**src/rtl/preamble_peak_detector.sv**
```systemverilog
// Preamble peak detector: qualifies an above-threshold run, finds the window peak, marks it on a delayed stream.
// Optional macro PREAMBLE_DET_STATS_EN adds the o_det_count output counting issued marks.
module preamble_peak_detector #(
   parameter int WIDTH       = 32,
   parameter int MAG_WIDTH   = 16,
   parameter int WINDOW_LEN  = 80,
   parameter int PEAK_OFFSET = 0,
   parameter int MIN_RUN     = 1,
   parameter int HOLDOFF     = 0
) (
   input  logic                             clk,
   input  logic                             reset,
   input  logic [3:0]                       i_thresh,
   input  logic [WIDTH+3*MAG_WIDTH-1:0]     i_tdata,
   input  logic                             i_tvalid,
   output logic                             i_tready,
   output logic [WIDTH-1:0]                 o_tdata,
   output logic [MAG_WIDTH-1:0]             o_tuser,
   output logic                             o_tlast,
   output logic                             o_tvalid,
   input  logic                             o_tready
`ifdef PREAMBLE_DET_STATS_EN
   ,
   output logic [15:0]                      o_det_count
`endif
);

   localparam int MW    = MAG_WIDTH + 2;
   localparam int PTR_W = (WINDOW_LEN > 1) ? $clog2(WINDOW_LEN) : 1;
   localparam int IDX_W = $clog2(WINDOW_LEN) + 1;
   localparam int HO_W  = (HOLDOFF > 1) ? $clog2(HOLDOFF) : 1;

   localparam logic [PTR_W-1:0] PTR_LAST = PTR_W'(WINDOW_LEN - 1);
   localparam logic [IDX_W-1:0] IDX_LAST = IDX_W'(WINDOW_LEN - 1);
   localparam logic [IDX_W-1:0] IDX_ONE  = IDX_W'(1);
   localparam logic [IDX_W-1:0] RUN_REQ  = IDX_W'(MIN_RUN);
   localparam logic [IDX_W-1:0] OFFSET   = IDX_W'(PEAK_OFFSET);
   localparam logic [HO_W-1:0]  HO_LAST  = HO_W'(HOLDOFF - 1);
   localparam logic [HO_W-1:0]  HO_ONE   = HO_W'(1);

   typedef enum logic [2:0] {
      ST_IDLE,
      ST_QUALIFY,
      ST_SEARCH,
      ST_ALIGN,
      ST_HOLDOFF
   } state_t;

   logic [WIDTH-1:0]            in_sample;
   logic signed [MAG_WIDTH-1:0] in_pwr;
   logic signed [MAG_WIDTH-1:0] in_mag;
   logic [MAG_WIDTH-1:0]        in_phase;
   logic signed [MW-1:0]        pwr_ext;
   logic signed [MW-1:0]        mag_ext;
   logic signed [MW-1:0]        metric;
   logic                        above;
   logic                        accept;

   assign in_sample = i_tdata[WIDTH-1:0];
   assign in_pwr    = i_tdata[WIDTH +: MAG_WIDTH];
   assign in_mag    = i_tdata[WIDTH+MAG_WIDTH +: MAG_WIDTH];
   assign in_phase  = i_tdata[WIDTH+2*MAG_WIDTH +: MAG_WIDTH];

   assign pwr_ext = MW'(in_pwr);
   assign mag_ext = MW'(in_mag);
   assign metric  = mag_ext - (pwr_ext - (pwr_ext >>> i_thresh));
   assign above   = !metric[MW-1] && (metric != '0);

   // Input and output move in lock-step once the line is full, so one accept is also one output transfer.
   logic             full_q, full_d;
   logic [PTR_W-1:0] wr_ptr_q, wr_ptr_d;
   logic [WIDTH-1:0] line_mem [WINDOW_LEN];

   assign i_tready = !reset && (!full_q || o_tready);
   assign accept   = i_tvalid && i_tready;
   assign o_tvalid = full_q && i_tvalid;
   assign o_tdata  = line_mem[wr_ptr_q];

   always_ff @(posedge clk) begin
      if (accept) begin
         line_mem[wr_ptr_q] <= in_sample;
      end
   end

   state_t                state_q, state_d;
   logic [IDX_W-1:0]      run_q, run_d;
   logic [IDX_W-1:0]      idx_q, idx_d;
   logic [IDX_W-1:0]      peak_idx_q, peak_idx_d;
   logic signed [MW-1:0]  peak_m_q, peak_m_d;
   logic [MAG_WIDTH-1:0]  peak_ph_q, peak_ph_d;
   logic [IDX_W-1:0]      align_q, align_d;
   logic [HO_W-1:0]       hold_q, hold_d;
   logic [IDX_W-1:0]      next_idx;
   logic [IDX_W-1:0]      next_run;
   logic [IDX_W-1:0]      target;
   logic                  mark_hit;
   logic                  greater;

   assign next_idx = idx_q + IDX_ONE;
   assign next_run = run_q + IDX_ONE;
   assign target   = peak_idx_q + OFFSET;
   assign greater  = metric > peak_m_q;
   assign mark_hit = (state_q == ST_ALIGN) && (align_q == target);
   assign o_tlast  = mark_hit;
   assign o_tuser  = mark_hit ? peak_ph_q : '0;

   always_comb begin
      state_d    = state_q;
      run_d      = run_q;
      idx_d      = idx_q;
      peak_idx_d = peak_idx_q;
      peak_m_d   = peak_m_q;
      peak_ph_d  = peak_ph_q;
      align_d    = align_q;
      hold_d     = hold_q;
      full_d     = full_q;
      wr_ptr_d   = wr_ptr_q;

      if (accept) begin
         wr_ptr_d = (wr_ptr_q == PTR_LAST) ? '0 : wr_ptr_q + PTR_W'(1);
         if (wr_ptr_q == PTR_LAST) begin
            full_d = 1'b1;
         end

         case (state_q)
            ST_IDLE: begin
               if (above) begin
                  run_d      = IDX_ONE;
                  idx_d      = '0;
                  peak_idx_d = '0;
                  peak_m_d   = metric;
                  peak_ph_d  = in_phase;
                  state_d    = (MIN_RUN == 1) ? ST_SEARCH : ST_QUALIFY;
               end
            end
            // Qualifying beats already belong to the window and take part in the peak search.
            ST_QUALIFY: begin
               if (above) begin
                  run_d = next_run;
                  idx_d = next_idx;
                  if (greater) begin
                     peak_idx_d = next_idx;
                     peak_m_d   = metric;
                     peak_ph_d  = in_phase;
                  end
                  if (next_run == RUN_REQ) begin
                     if (next_idx == IDX_LAST) begin
                        state_d = ST_ALIGN;
                        align_d = '0;
                     end else begin
                        state_d = ST_SEARCH;
                     end
                  end
               end else begin
                  state_d = ST_IDLE;
               end
            end
            ST_SEARCH: begin
               idx_d = next_idx;
               if (greater) begin
                  peak_idx_d = next_idx;
                  peak_m_d   = metric;
                  peak_ph_d  = in_phase;
               end
               if (next_idx == IDX_LAST) begin
                  state_d = ST_ALIGN;
                  align_d = '0;
               end
            end
            // The first accept after the window closes outputs window index 0.
            ST_ALIGN: begin
               if (mark_hit) begin
                  hold_d  = '0;
                  state_d = (HOLDOFF == 0) ? ST_IDLE : ST_HOLDOFF;
               end else begin
                  align_d = align_q + IDX_ONE;
               end
            end
            ST_HOLDOFF: begin
               if (hold_q == HO_LAST) begin
                  state_d = ST_IDLE;
               end else begin
                  hold_d = hold_q + HO_ONE;
               end
            end
            default: state_d = ST_IDLE;
         endcase
      end
   end

   always_ff @(posedge clk or posedge reset) begin
      if (reset) begin
         state_q    <= ST_IDLE;
         run_q      <= '0;
         idx_q      <= '0;
         peak_idx_q <= '0;
         peak_m_q   <= '0;
         peak_ph_q  <= '0;
         align_q    <= '0;
         hold_q     <= '0;
         full_q     <= 1'b0;
         wr_ptr_q   <= '0;
      end else begin
         state_q    <= state_d;
         run_q      <= run_d;
         idx_q      <= idx_d;
         peak_idx_q <= peak_idx_d;
         peak_m_q   <= peak_m_d;
         peak_ph_q  <= peak_ph_d;
         align_q    <= align_d;
         hold_q     <= hold_d;
         full_q     <= full_d;
         wr_ptr_q   <= wr_ptr_d;
      end
   end

`ifdef PREAMBLE_DET_STATS_EN
   logic [15:0] det_count_q, det_count_d;

   always_comb begin
      det_count_d = det_count_q;
      if (accept && mark_hit && (det_count_q != 16'hFFFF)) begin
         det_count_d = det_count_q + 16'd1;
      end
   end

   always_ff @(posedge clk or posedge reset) begin
      if (reset) begin
         det_count_q <= '0;
      end else begin
         det_count_q <= det_count_d;
      end
   end

   assign o_det_count = det_count_q;
`endif

endmodule

```
**config.mk**
```make
export PLATFORM = sky130hd
export DESIGN_NAME = preamble_peak_detector
export DESIGN_NICKNAME = d
export VERILOG_FILES = /design/src/rtl/preamble_peak_detector.sv
export SDC_FILE = /design/constraint.sdc
export NUM_CORES = 2
export LEC_CHECK = 0
export CAP_MARGIN = 40
export CORE_ASPECT_RATIO = 1.25
export CORE_UTILIZATION = 44
export CTS_CLUSTER_DIAMETER = 100
export DETAILED_ROUTE_END_ITERATION = 10
export SYNTH_ARGS = -nofsm -noshare
export SYNTH_HDL_FRONTEND = slang
export SYNTH_SLANG_ARGS = --single-unit
```
**constraint.sdc**
```tcl
create_clock -name clk -period 8.8 [get_ports clk]
set_clock_uncertainty 0.15 [all_clocks]
set_input_delay 1.32 -clock clk [delete_from_list [all_inputs] [get_ports clk]]
set_output_delay 1.32 -clock clk [all_outputs]
set_load 0.02 [all_outputs]
```
Word-level counts from Yosys, hierarchy flattened

Memory sizes are Yosys's and may differ from the RTL's.
Cells that the tools add are included.

Register bits after elaboration: 78
Bits in writable memories: 2560
Bits of input ports: 88
Output and inout bits: 51
Word-level logic and storage cells: 94
Memories kept: 1

Memory list:

| name     | words | bits a word | read ports | clocked after Yosys merged registers in | write ports | RTL line | text |
|---|---|---|---|---|---|---|---|
| line_mem | 80    | 32          | 1          | 0                                       | 1           | 72       | `logic [WIDTH-1:0] line_mem [WINDOW_LEN];` |

Add/sub/neg operators: 7
$lt $le $gt $ge: 1
Eq/ne operators: 16
Shift-type cells: 1
Muxes and demuxes: 37
Reductions and logical operators: 21

Operators by type and width:

| cell                                                            | count |
|---|---|
| 8-bit 2-to-1 mux                                                | 10 |
| 8-bit one-hot mux with 3 select lines                           | 3 |
| 16-bit 2-to-1 mux                                               | 4 |
| 18-bit 2-to-1 mux                                               | 3 |
| 18-bit one-hot mux with 3 select lines                          | 1 |
| 16-bit one-hot mux with 3 select lines                          | 1 |
| 16-bit by 18-bit subtractor with 18-bit output                  | 2 |
| 8-bit by 1-bit adder with 8-bit output, second input constant   | 3 |
| 18-bit > comparator                                             | 1 |
| 3-bit 2-to-1 mux                                                | 6 |
| 18-bit nonzero test                                             | 1 |
| 16-bit by 4-bit >>> shifter with 18-bit output                  | 1 |
| 8-bit one-hot mux with 2 select lines                           | 1 |
| 3-bit one-hot mux with 5 select lines                           | 1 |
| 2-bit inequality test, second input constant                    | 7 |
| 8-bit by 1-bit == test with 1-bit output, second input constant | 1 |
| 8-bit by 7-bit == test with 1-bit output, second input constant | 1 |
| 8-bit == test                                                   | 1 |
| 4-bit AND reduction                                             | 2 |
| 7-bit by 1-bit adder with 7-bit output, second input constant   | 1 |
| 7-bit == test, second input constant                            | 1 |
| 7-bit 2-to-1 mux                                                | 1 |
| 3-bit by 2-bit == test with 1-bit output, second input constant | 2 |
| 6-bit AND reduction                                             | 1 |
| 15 further kinds                                                | 27 |

Longest topological paths before layout

Depth after elaboration: 7
Gate-level depth with buffers: 29
Mapped depth without buffers: 25

Worst setup path before layout

OpenSTA, ideal clock, no wires.

Kind: input to register
Start point: in i_thresh[1]
End point: reg peak_idx_q[0]
Library setup time: 125 ps
Data arrival time: 6600 ps
Required time: 8525 ps
Setup slack: 1925 ps
Stages on the path: 25
Path buffers: 3
Cells stage by stage: clkbuf_1 -> clkbuf_1 -> mux2i_1 -> a21oi_1 -> o21ai_0 -> nand2_1 -> o21ai_0 -> fa_1 -> inv_1 -> ha_1 -> o211a_1 -> a211o_1 -> a41o_1 -> xor2_1 -> ha_1 -> and3_1 -> nand4_1 -> o21ai_0 -> o22ai_1 -> maj3_1 -> o21ai_0 -> nand4bb_1 -> a21boi_4 -> buf_6 -> mux2_4

Longest elaborated chain between the ends: 7
Elaborated cells between the ends (all ways): 13
Those cells by class: add/sub (2); order compare (1); eq/ne (2); shift (1); mux (3); reduce/logical (4)

RTL lines:

| what                                                                                | RTL line | text |
|---|---|---|
| start: declaration                                                                  | 13       | `input logic [3:0] i_thresh,` |
| 16-bit by 4-bit >>> shifter with 18-bit output *                                    | 66       | `assign metric = mag_ext - (pwr_ext - (pwr_ext >>> i_thresh));` |
| 16-bit by 18-bit subtractor with 18-bit output * (2 in a row)                       | 66       |  |
| 18-bit > comparator (tied with other cells)                                         | 102      | `assign greater = metric > peak_m_q;` |
| 8-bit 2-to-1 mux / 1-bit logical AND (equally long branches)                        | n/a      |  |
| 8-bit 2-to-1 mux / 2-bit inequality test (equally long branches)                    | n/a      |  |
| 8-bit one-hot mux with 3 select lines / 4-bit AND reduction (equally long branches) | n/a      |  |
| end signal: assignment                                                              | 207      | `peak_idx_q <= peak_idx_d;` |
| end: declaration                                                                    | 88       | `logic [IDX_W-1:0] peak_idx_q, peak_idx_d;` |

Mark *: on every way between the ends. The rest lies on a longest branch, timed or not. The select of a mux whose other input is x is not followed.
A chain may end at the register's enable or synchronous reset.

Worst setup path in the final report

Start point: reg wr_ptr_q[0]
End point: out o_tdata[22]

Longest elaborated chain between the ends: 1

RTL lines:

| what                     | RTL line | text |
|---|---|---|
| start: declaration       | 71       | `logic [PTR_W-1:0] wr_ptr_q, wr_ptr_d;` |
| start signal: assignment | 213      | `wr_ptr_q <= wr_ptr_d;` |
| memory 80 x 32 bit       | n/a      |  |
| end: declaration         | 17       | `output logic [WIDTH-1:0] o_tdata,` |

No other way between the ends.

==> metrics <==
vertical extent of the die 549 um; H-tree level count 4; Yosys warnings 0; power per standard cell area 305 nW/um2; number of detailed-routing iterations run before antenna repair 6; largest voltage drop on the vdd net 0.208 mV; Fillers 19.5k; worst skew pair latency 930 ps; multi-input logic area 25300 um2; final-layout worst hold slack 350 ps; via density per instance 6.28; final core utilization 0.505; Post-synth EDFFs 2560; final wirelength 331 mm; maximum root-to-sink buffer count 4; Overall Global Routing Usage 0.270; RD Place Congestion 0.870; CP Capture Type output pin; Post-CTS Setup Inserts 0; cell leakage power 39.0 nW; Worst Setup Start Kind flip-flop; fin crit period 7900 ps; top achievable clock speed 127 MHz; initial cell density of the core 0.443; detailed placer's ending HPWL 188 mm; number of instances resized during post-cts repair 0; number of endpoints with negative hold slack in the final report 0; cell at the root of the clock tree sky130_fd_sc_hd__clkbuf_16; overall overflow remaining after global route 0; via total after detailed routing 62.6k; CTS clock-pin slew for the worst setup and hold paths 70 ps; Reg area 78800 um2; synth unique cells 89; max-slew violation count 0; share of the yosys chip area belonging to registers 0.748; endpoint required time on the critical path 7330 ps; post-synthesis cell count 6377; cts-stage hold buffer count 0; clock net sink count 2636; mean post-synth cell area 16.5 um2; actual slew at the worst max-slew pin 1100 ps; number of maximum-capacitance constraint violations 0; Worst R2R Setup Slack 3880 ps; total clock buffers created by CTS 244; io pins 139; register bit count reported by yosys 2636; antenna violations before repair 24; largest net degree at the start of global routing 94; remaining max-slew budget at the tightest pin 0.267; die area 241000 um2; share of cells above drive strength 1 0.175; clock tree from TritonCTS built; critical path fanouts, max 58; Detail Route Antenna Nets 0; DR DRC count 0; status finished clean; signal arrival time at the worst endpoint 6430 ps; net count after synthesis 6527; async set or reset register ratio after synthesis 0.0288; Std-Cell Rows 200; DRC violation total after the first TritonRoute iteration 8052; primary flip-flop cell chosen by synthesis mapping sky130_fd_sc_hd__edfxtp_1; final critical-path share of the clock period 0.897; Final setup violation count 0; PortBufs 138; Core Region 238000 um2; kind of path behind the tightest hold check reg -> reg; unrepaired setup endpoints after global routing false; layout net count 6768; summed negative setup slack over all endpoints 0 ps; global-route wire length before repair 463 mm; Critical Setup Path Class reg -> out; die width 440 um; number of global-route vias before repair 60.8k; Post-Synthesis Cell Area 105000 um2; layout overhead on the synthesized area 14.0%; routed length per placed instance 33.3 um
power breakdown:
part | total (mW) | switching [mW] | internal (mW)
combinational | 11.9 | 8.09 | 3.81
sequential | 14.3 | 0.311 | 14.0
clock | 10.4 | 4.65 | 5.70
cell usage in the layout, fill, tap and decap left out, types with 48 or more instances in the layout:
master                               n
sky130_fd_sc_hd__a21oi_1           291
sky130_fd_sc_hd__a221oi_1          385
sky130_fd_sc_hd__a22oi_1           110
sky130_fd_sc_hd__buf_4             243
sky130_fd_sc_hd__clkbuf_1           51
sky130_fd_sc_hd__clkbuf_16         246
sky130_fd_sc_hd__clkdlybuf4s50_1   106
sky130_fd_sc_hd__clkinv_1           58
sky130_fd_sc_hd__clkinv_2           49
sky130_fd_sc_hd__dfrtp_1            69
sky130_fd_sc_hd__edfxtp_1         2560
sky130_fd_sc_hd__inv_1              82
sky130_fd_sc_hd__mux2_2            308
sky130_fd_sc_hd__mux2i_1           409
sky130_fd_sc_hd__mux4_2             70
sky130_fd_sc_hd__nand2_1           308
sky130_fd_sc_hd__nor2_1            270
sky130_fd_sc_hd__nor2_4             87
sky130_fd_sc_hd__o21ai_0           353
sky130_fd_sc_hd__o22ai_1            48
cell usage after synthesis, types with 48 or more instances:
cell	number	area, um2
sky130_fd_sc_hd__dfrtp_1	76	1900
sky130_fd_sc_hd__inv_1	86	323
sky130_fd_sc_hd__mux4_2	70	1580
sky130_fd_sc_hd__nor2_1	357	1340
sky130_fd_sc_hd__a221oi_1	385	3370
sky130_fd_sc_hd__mux2_2	308	3470
sky130_fd_sc_hd__mux2i_1	409	4090
sky130_fd_sc_hd__edfxtp_1	2560	76900
sky130_fd_sc_hd__clkbuf_1	248	931
sky130_fd_sc_hd__nand2_1	308	1160
sky130_fd_sc_hd__a22oi_1	110	826
sky130_fd_sc_hd__o22ai_1	48	300
sky130_fd_sc_hd__a21oi_1	291	1460
sky130_fd_sc_hd__buf_2	79	395
sky130_fd_sc_hd__buf_1	88	330
sky130_fd_sc_hd__o21ai_0	355	1780
state kept, by name, indices dropped and copies added, names as in the netlist, 7 cells and up:
name / count
peak_m_q: 18
peak_idx_q: 8
align_q: 8
idx_q: 8
run_q: 8
line_mem: 2560
peak_ph_q: 16
wr_ptr_q: 7
per-stage QoR:
stage	cell area (um2)	total power, mW	std cells	setup slack [ps]
3_3_place_gp	112000	26.1	9459	482
4_1_cts	120000	36.5	9947	1070
5_1_grt	120000	37.5	9952	932
3_5_place_dp	112000	26.3	9501	566
6_report	120000	36.6	9963	905
2_1_floorplan	105000	20.7	6377	1930
final cells by class:
| class | count | area share |
|---|---|---|
| clock buffer | 297 | 0.0529 |
| clock inverter | 149 | 0.0108 |
| multi-input combinational | 3232 | 0.210 |
| inverter | 89 | 0.00292 |
| sequential | 2636 | 0.656 |
| tap | 3131 | 0.0326 |
| antenna | 14 | 0.000292 |
| timing repair buffer | 415 | 0.0340 |
final timing paths:
check                      cells past startpoint                to         from
max                                           10       o_tdata[22]  wr_ptr_q[0]
min in group asynchronous                      2       wr_ptr_q[2]        reset
min reg2reg                                    1            full_q       full_q
max reg2reg                                    5  line_mem[61][31]  wr_ptr_q[5]
min                                            1            full_q       full_q
max in group asynchronous                      3       peak_m_q[3]        reset
worst max-delay path, cell delays in order (launching register included):
cell                              delay (ps)
sky130_fd_sc_hd__dfrtp_4                1040
sky130_fd_sc_hd__nor2b_4                 680
sky130_fd_sc_hd__buf_12                  500
sky130_fd_sc_hd__a21oi_1                 130
sky130_fd_sc_hd__o21ai_0                 190
sky130_fd_sc_hd__a211oi_1                 90
sky130_fd_sc_hd__a21oi_1                 540
sky130_fd_sc_hd__a21oi_1                 450
sky130_fd_sc_hd__a211oi_1                790
sky130_fd_sc_hd__a31o_2                  290
sky130_fd_sc_hd__clkdlybuf4s50_1         620
layer usage:
layer,track usage,vias to the layer above,wire length [um],share of wire
li1,-,26021,-,-
met3,0.0394,625,28200,0.085
met2,0.444,3214,160000,0.48
met4,0.113,10,15200,0.046
met5,0,-,63,0.00019
met1,0.359,32721,128000,0.39
cell families (layout without fill, tap and decap cells):
family / count (synthesis) / after routing / synth area share
adder cells (fa/ha/maj): 63 / 63 / 0.00853
buffers and inverters: 509 / 950 / 0.0194
multiplexers: 823 / 823 / 0.0919
AO/OA/AOI/OAI: 1485 / 1485 / 0.0972
flip-flops: 2636 / 2636 / 0.748
AND/OR/NAND/NOR: 836 / 836 / 0.0334
XOR/XNOR: 25 / 25 / 0.00208
other: 0 / 14 / 0
Note: power is estimated with default switching activity, not from simulation.
